<file path="src/rtl/dmem_arbiter.sv">
// dmem_arbiter: two-requester data-memory arbiter, one transaction in flight (IDLE -> ACCESS -> RESP).
// Define DMEM_ARB_RR_EN for round-robin grant; otherwise req0 has fixed priority with a req1 starvation guard.
module dmem_arbiter #(
  parameter int STARVE_LIMIT = 4
) (
  input  logic        clk,
  input  logic        rst_n,
  input  logic        req0_valid,
  output logic        req0_ready,
  input  logic        req0_we,
  input  logic [31:0] req0_addr,
  input  logic [31:0] req0_wdata,
  output logic        req0_rvalid,
  output logic [31:0] req0_rdata,
  output logic        req0_err,
  input  logic        req1_valid,
  output logic        req1_ready,
  input  logic        req1_we,
  input  logic [31:0] req1_addr,
  input  logic [31:0] req1_wdata,
  output logic        req1_rvalid,
  output logic [31:0] req1_rdata,
  output logic        req1_err,
  output logic        mem_read,
  output logic        mem_write,
  output logic [31:0] mem_addr,
  output logic [31:0] mem_wdata,
  input  logic [31:0] mem_rdata
);
  typedef enum logic [1:0] {IDLE, ACCESS, RESP} state_t;
  state_t      r_state, w_next;
  logic        r_id, r_we;
  logic [31:0] r_addr, r_wdata, r_rdata;
  logic        w_gnt1, w_idle, w_access, w_resp, w_accept, w_misal;
`ifdef DMEM_ARB_RR_EN
  // r_ptr names the requester favoured on the next simultaneous request
  logic r_ptr;
  assign w_gnt1 = req1_valid && (!req0_valid || r_ptr);
  always_ff @(posedge clk or negedge rst_n)
    if (!rst_n) r_ptr <= 1'b0;
    else if (w_accept) r_ptr <= !w_gnt1;
`else
  localparam int CW = $clog2(STARVE_LIMIT + 1);
  logic [CW-1:0] r_starve;
  assign w_gnt1 = req1_valid && (!req0_valid || r_starve >= CW'(STARVE_LIMIT));
  always_ff @(posedge clk or negedge rst_n)
    if (!rst_n) r_starve <= '0;
    else if (w_accept) r_starve <= (w_gnt1 || !req1_valid) ? '0 : r_starve + 1'b1;
`endif
  assign w_idle     = rst_n && (r_state == IDLE);
  assign w_access   = r_state == ACCESS;
  assign w_resp     = r_state == RESP;
  assign req0_ready = w_idle && req0_valid && !w_gnt1;
  assign req1_ready = w_idle && w_gnt1;
  assign w_accept   = req0_ready || req1_ready;
  assign w_misal    = |r_addr[1:0];
  always_comb begin
    w_next = r_state;
    if (r_state == IDLE && w_accept) w_next = ACCESS;
    else if (w_access) w_next = RESP;
    else if (w_resp) w_next = IDLE;
  end
  always_ff @(posedge clk or negedge rst_n)
    if (!rst_n) r_state <= IDLE;
    else r_state <= w_next;
  always_ff @(posedge clk or negedge rst_n)
    if (!rst_n) begin
      r_id    <= 1'b0;
      r_we    <= 1'b0;
      r_addr  <= '0;
      r_wdata <= '0;
    end else if (w_accept) begin
      r_id    <= w_gnt1;
      r_we    <= w_gnt1 ? req1_we    : req0_we;
      r_addr  <= w_gnt1 ? req1_addr  : req0_addr;
      r_wdata <= w_gnt1 ? req1_wdata : req0_wdata;
    end
  always_ff @(posedge clk or negedge rst_n)
    if (!rst_n) r_rdata <= '0;
    else if (w_access) r_rdata <= mem_read ? mem_rdata : '0;
  assign mem_read    = w_access && !r_we && !w_misal;
  assign mem_write   = w_access && r_we && !w_misal;
  assign mem_addr    = w_access ? r_addr : '0;
  assign mem_wdata   = w_access ? r_wdata : '0;
  assign req0_rvalid = w_resp && !r_id;
  assign req1_rvalid = w_resp && r_id;
  assign req0_rdata  = req0_rvalid ? r_rdata : '0;
  assign req1_rdata  = req1_rvalid ? r_rdata : '0;
  assign req0_err    = req0_rvalid && w_misal;
  assign req1_err    = req1_rvalid && w_misal;
endmodule

</file>
<file path="config.mk">
export PLATFORM = sky130hd
export DESIGN_NAME = dmem_arbiter
export DESIGN_NICKNAME = d
export VERILOG_FILES = /design/src/rtl/dmem_arbiter.sv
export SDC_FILE = /design/constraint.sdc
export NUM_CORES = 1
export LEC_CHECK = 0
export BUFFER_PORTS_ARGS = -buffer_cell sky130_fd_sc_hd__buf_2
export CORE_AREA = 2 2 117 119
export CTS_CLUSTER_SIZE = 24
export DETAILED_ROUTE_END_ITERATION = 6
export DIE_AREA = 0 0 119 121
export PLACE_DENSITY = 0.86
export SYNTH_ARGS = -nofsm -noshare
export SYNTH_HDL_FRONTEND = slang
export SYNTH_SLANG_ARGS = --single-unit
</file>
<file path="constraint.sdc">
create_clock -name clk -period 2.32 [get_ports clk]
set_input_delay 0.464 -clock clk [delete_from_list [all_inputs] [get_ports clk]]
set_output_delay 0.464 -clock clk [all_outputs]
set_load 0.005 [all_outputs]
</file>
; ---- After elaboration in Yosys (flattened, before gate mapping)
; Cells that the tools add are included.
[totals]
regBits = 103
word_cells = 49
[classes]
n_mux = 12
eq_ne = 2
reduce_logical = 26
n_lt_le_gt_ge = 1
addsub = 1
[ops]
columns = operator, n
row1 = $mux W32, 7
row2 = $logic_and A1 B1 Y1, 14
row3 = $logic_not A1 Y1, 6
row4 = $mux W2, 3
row5 = $add A3 B1 Y3 const B, 1
row6 = $ge A3 B3 Y1 const B, 1
row7 = $logic_or A1 B1 Y1, 3
row8 = $mux W3, 1
row9 = $reduce_bool A3 Y1, 1
row10 = $eq A2 B1 Y1 const B, 1
row11 = $eq A2 B2 Y1 const B, 1
row12 = $logic_not A2 Y1, 1
row13 = $reduce_or A2 Y1, 1
row14 = $mux W1, 1

; ---- Logic depth before layout (Yosys ltp)
; Gate-level depths: netlist (run 1).
[logic_depth]
depth_word = 8
ltp_mapped = 7
depth_no_buf = 5

; ---- Least setup slack after synthesis (run 1)
; OpenSTA, ideal clock, no wires.
[synth_path]
kind = register to output
from = register r_state[0]
to = output port req0_rdata[22]
path_stages_with_launch = 6
arrival_time_ps = 1289
path_slack_ps = 567
t_required_ps = 1856
path_cell_list = dfrtp_1 -> inv_1 -> ha_1 -> nor2b_1 -> clkbuf_1 -> and2_1
[synth_between]
elab_chain_cells = 3
[synth_lines]
columns = element, line_no
row1 = "start, declared", 31  ; state_t r_state, w_next;
row2 = "start signal, assigned", 65  ; else r_state <= w_next;
row3 = $eq A2 B2 Y1, 52  ; assign w_resp = r_state == RESP;
row4 = $logic_and A1 B1 Y1, 85  ; assign req0_rvalid = w_resp && !r_id;
row5 = via req0_rvalid, 13  ; output logic req0_rvalid,
row6 = $mux W32, 87  ; assign req0_rdata = req0_rvalid ? r_rdata : '0;
row7 = "end, declared", 14  ; output logic [31:0] req0_rdata,
; The timed path passes the listed nets, and every way through them passes these cells.

; ---- Worst setup path after layout (run 1)
[layout_path]
from = register r_state[0]
to = output port req0_rdata[9]
[layout_between]
elab_chain_cells = 3
[layout_lines]
columns = element, line_no
row1 = $eq A2 B2 Y1, 52
row2 = $logic_and A1 B1 Y1, 85
row3 = $mux W32, 87
; Every way passes these cells.

==> results of run 1 <==
-- metal layers --
metal | vias up | part of all wire | GRT usage | wire (um)
met5 | - | 0 | 0 | 0
met3 | 20 | 0.075 | 0.0545 | 1370
met1 | 2804 | 0.41 | 0.313 | 7430
met4 | 0 | 0.016 | 0.0714 | 290
met2 | 292 | 0.50 | 0.418 | 9100
li1 | 2835 | - | - | -
-- cell type report --
class                      instances  area [um2]
tap                              176         220
antenna                            2        5.00
multi-input combinational        480        2640
clock inverter                     7         104
inverter                          36         135
timing repair buffer             321        1720
clock buffer                       9         225
sequential                       103        2580
fill                            1194        5460
-- worst max-delay path by stage --
stage | start | end | depth (start not counted)
6_report | r_state[0] | req0_rdata[9] | 6
2_1_floorplan | r_state[0] | req0_rdata[22] | 5
3_3_place_gp | req1_valid | r_state[1] | 6
5_1_grt | r_state[0] | req0_rdata[21] | 6
4_1_cts | r_state[0] | req0_rdata[16] | 6
3_5_place_dp | req1_valid | r_wdata[30] | 6
-- through the flow --
step | hold WS [ns] | power [uW]
after global routing | 0.313 | 3940
after CTS | 0.305 | 3830
after detailed placement | 0.302 | 2150
after global placement | 0.299 | 2140
final | 0.316 | 3800
after floorplan | 0.168 | 1940
-- cells by family after synthesis --
logic type	count (synthesis)	synth area share
flip-flops	103	0.458
buffers and inverters	97	0.0792
multiplexers	1	0.00200
adder cells (fa/ha/maj)	5	0.0111
AO/OA/AOI/OAI	235	0.235
AND/OR/NAND/NOR	239	0.214
-- repair_timing --
item                       CTS  global route
gates resized for setup      0             6
hold endpoints to repair     3             0
hold buffers                 1             0
buffers inserted             0             0
setup endpoints to repair    0            35
-- placed cells by master (no fill, tap or decap), types with 2 or more instances in the layout --
| cell type | instances |
|---|---|
| buf_2 | 300 |
| dfrtp_1 | 103 |
| nor2_1 | 101 |
| and2_1 | 96 |
| o21ai_1 | 76 |
| a31oi_1 | 65 |
| a21oi_1 | 65 |
| inv_1 | 35 |
| nand2_1 | 23 |
| buf_4 | 15 |
| o21ai_0 | 13 |
| nand2_2 | 10 |
| o21ai_2 | 10 |
| clkbuf_16 | 10 |
| ha_1 | 3 |
| buf_12 | 3 |
| diode_2 | 2 |
| and3_1 | 2 |
| a22o_1 | 2 |
| bufinv_16 | 2 |
| clkinvlp_4 | 2 |
-- critical path: cells and delay by family, from the launching register on --
kind / cells / cell delay (ns)
simple gates: 2 / 0.35
buf+inv: 3 / 0.40
flops: 1 / 0.44
fa+ha+maj: 1 / 0.18
-- registers in the layout, summed over array words and instances (netlist names) --
| register | cells |
|---|---|
| r_addr | 32 |
| r_rdata | 32 |
| r_wdata | 32 |
| r_starve | 3 |
| r_state | 2 |
| r_id | 1 |
| r_we | 1 |
-- power by group through the flow --
stage          Clock (uW)  Combinational, uW  Sequential, uW
3_5_place_dp            0                319            1830
2_1_floorplan           0                106            1830
3_3_place_gp            0                314            1830
5_1_grt              1790                351            1790
6_report             1680                318            1790
4_1_cts              1720                321            1790
==> results.cfg, run 1 <==
[outcome]
status = finished, final reports clean

[final_layout]
drive_gt1_frac = 0.384
stdcell_area_mm2 = 0.00762
layout.cells.non_filler = 1134
final_core_util = 0.583
fin_nets = 1122
syn2layout_area_growth_pct = 35.5

[sta]
hold_violations = 0
rsz0062_at_grt = no
max-slew-margin-rel = 0.316
setup_viol = 0
drv_slew = 0
setup_slack_ns = 0.138
fin_crit_sh = 0.941
tightest_slew_ns = 1.03
fin_tns_setup_ns = 0
fmax_mhz = 458
period_needed_ns = 2.18
worst_clock_skew_ns = 0.00820

[logic_synthesis]
synth_top_area_share = 0.458
synthFlopType = dfrtp_1
ys_ff_latch = 103
yosysSeqAreaShare = 0.458
post_synth_num_cell_types = 30
synth_area_mm2 = 0.00563
synthArstFlopShare = 1.00
synth_top_area_cell = dfrtp_1
synth_edf_count = 0
synth-warning-count = 0
synth_area_leaders = dfrtp_1, and2_1, a31oi_1
yosysMostFrequentCell = dfrtp_1
syn_inst = 680
synthTopCellsByCount = dfrtp_1, nor2_1, and2_1, o21ai_1
syn_area_per_cell_um2 = 8.27
syn_nets = 851

[place]
place.gp.congestion = 0.824
hpwl_um = 12400
place_area_mm2 = 0.00723
dp_slack_ns = 0.318
port_buffers = 301
dp.cells = 1114

[setup_path]
path_cells = inv_1, ha_1, nor2b_4, buf_12, and2_1, buf_2
critical_path_required_ns = 1.86
cp_slowest_stage_delay_ns = 0.44
critPathArrivalTime_ns = 1.72
r2r_end = r_wdata[30]
reg2reg_depth = 6
criticalPathCategory = register to primary output
start_kind = register
crit_slowest_cell = dfrtp_1
r2r_slack_ns = 0.43
rr_startpoint = r_state[0]
cp-end-kind = primary output
cp_max_fo = 17

[pwr]
ir_worst_vdd_uv = 297
p_per_area_mw_per_mm2 = 498
p_switching_uw = 909
p_seq_frac = 0.473
combPwrFrac = 0.084
internal_power_uw = 2890
leakage_uw = 0.00430
p_clk_frac = 0.444
swShare = 0.239

[routing]
first_pass_iters = 5
drt_iter0_markers = 496
vias = 5951
wl_um = 18200
viasPerCell = 5.25
antenna_left = 0
drc_errors = 0
wl_per_cell_um = 16.0

[floorplanning]
fp.dieH_um = 121
start_util = 0.430
die_w_um = 119
fp.dieArea_mm2 = 0.0144
core-area_mm2 = 0.0131
io_pins = 302
core.rowCount = 42

[global_route]
grt_pass1_vias = 5636
grt_overflow = 0
grt_pass1_wl_um = 28400
antenna_found_initial = 2
grt_start_max_net_pins = 81
grt_use_total = 0.245

[clock_tree]
cts.clk_slew.worst_paths_ns = 0.07
htreeDepth = 3
cts_buffers = 9
cts_sinks = 103
cts.path.max_buffers = 2
cts_tree = done
clkLatencyLatePin_ns = 0.35
cts_root_buf = clkbuf_16

[run]
cap_viol_max_count = 0

[hold_path]
hp-start = mem_rdata[4]
min_path_type = primary input to register
whs_path_depth = 3
whs_endpoint = r_rdata[4]
No activity file was read; power rests on OpenSTA's default activity.
==> inputs of run 2 (changes only) <==
--- a/config.mk
+++ b/config.mk
@@ -5,11 +5,12 @@
 export SDC_FILE = /design/constraint.sdc
 export NUM_CORES = 1
 export LEC_CHECK = 0
+export ABC_CLOCK_PERIOD_IN_PS = 1800
 export BUFFER_PORTS_ARGS = -buffer_cell sky130_fd_sc_hd__buf_2
-export CORE_AREA = 2 2 117 119
+export CORE_ASPECT_RATIO = 0.9
+export CORE_UTILIZATION = 41
 export CTS_CLUSTER_SIZE = 24
 export DETAILED_ROUTE_END_ITERATION = 6
-export DIE_AREA = 0 0 119 121
 export PLACE_DENSITY = 0.86
 export SYNTH_ARGS = -nofsm -noshare
 export SYNTH_HDL_FRONTEND = slang
==> constraint.sdc (replaced) <==
create_clock -name clk -period 1.8 [get_ports clk]
set_input_delay 0.36 -clock clk [delete_from_list [all_inputs] [get_ports clk]]
set_output_delay 0.36 -clock clk [all_outputs]
set_load 0.005 [all_outputs]
==> results.cfg, run 2 (synthesis gave the netlist of run 1 again) <==
[outcome]
status = finished, violations left
failed_checks = design-rule violations, negative setup slack

[clock_tree]
cts_sinks = 103
cts.path.max_buffers = 2
htreeDepth = 3
cts_tree = done
cts_root_buf = clkbuf_16
cts_buffers = 9
clkLatencyLatePin_ns = 0.34
cts.clk_slew.worst_paths_ns = 0.07

[setup_path]
crit_slowest_cell = dfrtp_1
critical_path_required_ns = 1.44
cp_slowest_stage_delay_ns = 0.43
cp-end-kind = primary output
path_cells = ha_4, nor2b_4, buf_12, clkbuf_16, and2_1, buf_2
critPathArrivalTime_ns = 1.68
cp_max_fo = 9
critPathBufInv = 3
start_kind = register
criticalPathCategory = register to primary output
path_delay_family = buffers and inverters

[sta]
period_needed_ns = 2.04
worst_clock_skew_ns = 0.00732
holdWs_ns = 0.171
fmax_mhz = 491
drv_slew = 0
fin_tns_setup_ns = -21.46
hold_violations = 0
tightest_slew_ns = 0.539
fin_crit_sh = 1.13
rsz0062_at_grt = yes
max-slew-margin-rel = 0.641
setup_viol = 136
setup_slack_ns = -0.238

[floorplanning]
core-area_mm2 = 0.0134
fp.dieH_um = 113
core.rowCount = 40
io_pins = 302
die_w_um = 125
fp.dieArea_mm2 = 0.0142
start_util = 0.421

[place]
place.gp.congestion = 0.831
hpwl_um = 12200
dp_slack_ns = 0.129
port_buffers = 301

[pwr]
leakage_uw = 0.00461
p_per_area_mw_per_mm2 = 540
ir_worst_vdd_uv = 500

[routing]
first_pass_iters = 7
drt_iter0_markers = 567
antenna_left = 0
wl_um = 20800
viasPerCell = 5.51
drc_errors = 20
vias = 6331
wl_per_cell_um = 18.1

[global_route]
grt_pass1_vias = 5641
grt_use_total = 0.255
antenna_found_initial = 1
grt_overflow = 0
grt_start_max_net_pins = 101
grt_pass1_wl_um = 28800

[final_layout]
final_core_util = 0.640
top_regs = r_addr x32, r_rdata x32, r_wdata x32
fin_nets = 1147
drive_gt1_frac = 0.459
syn2layout_area_growth_pct = 51.9
mostFrequentLayoutCells = buf_2, dfrtp_1, nor2_1
final_common_cell = buf_2

[hold_path]
min_path_type = primary input to asynchronous set/reset pin

[run]
cap_viol_max_count = 0
## run 2: cell count changes in the layout (fill, tap and decap cells not counted), sizes merged
cell	previous run	this run
diode	2	1
bufinv	2	0
clkbuf	10	17
bufbuf	0	1
clkinvlp	2	0
buf	319	336
clkinv	1	3
inv	38	40
## run 2: layout make-up
class | count | area (um2)
fill | 1064 | 4820
tap | 168 | 210
inverter | 36 | 135
timing repair buffer | 346 | 2510
antenna | 1 | 2.50
multi-input combinational | 480 | 2830
sequential | 103 | 2580
clock buffer | 9 | 225
clock inverter | 7 | 53.8
## run 2: where the power goes
group	total (uW)	switching (uW)	internal [uW]
Combinational	426	241	185
Clock	1870	917	957
Sequential	2310	0	2310
Total	4610	1160	3450
## run 2: worst paths after layout
kind                         startpoint              to  slack [ns]  depth (start not counted)
hold reg to reg              r_addr[18]      r_addr[18]        0.52                          2
min in group clk           mem_rdata[9]      r_rdata[9]        0.22                          3
hold / removal                    rst_n      r_wdata[7]        0.17                          2
max in group asynchronous         rst_n      r_state[0]        1.16                          2
setup reg to reg             r_state[1]     r_rdata[26]        0.13                          7
setup / recovery             r_state[1]  req0_rdata[21]       -0.24                          6
## run 2: timing repair
| action | CTS | global route |
|---|---|---|
| setup endpoints to repair | 130 | 136 |
| buffers inserted | 10 | 3 |
| resized for setup | 14 | 103 |
| gates cloned | 2 | 9 |
| hold endpoints to repair | 3 | 0 |
| pin swaps | 1 | 38 |
| hold buffers | 1 | 0 |
## run 2: routing by layer
layer / global-route usage / vias up / routed length (um)
met5: 0 / - / 0
met4: 0.0707 / 0 / 609
met3: 0.0468 / 55 / 1490
met2: 0.436 / 371 / 10600
met1: 0.332 / 3017 / 8150
li1: - / 2888 / -
## run 2: per-stage QoR
stage                     std cells  instance area, um2  total power (uW)
after global routing           1150                8550              4790
after detailed placement       1108                7350              2780
final                          1150                8550              4610
after CTS                      1137                7850              4660
after global placement         1108                7350              2770
after floorplan                 680                5630              2490
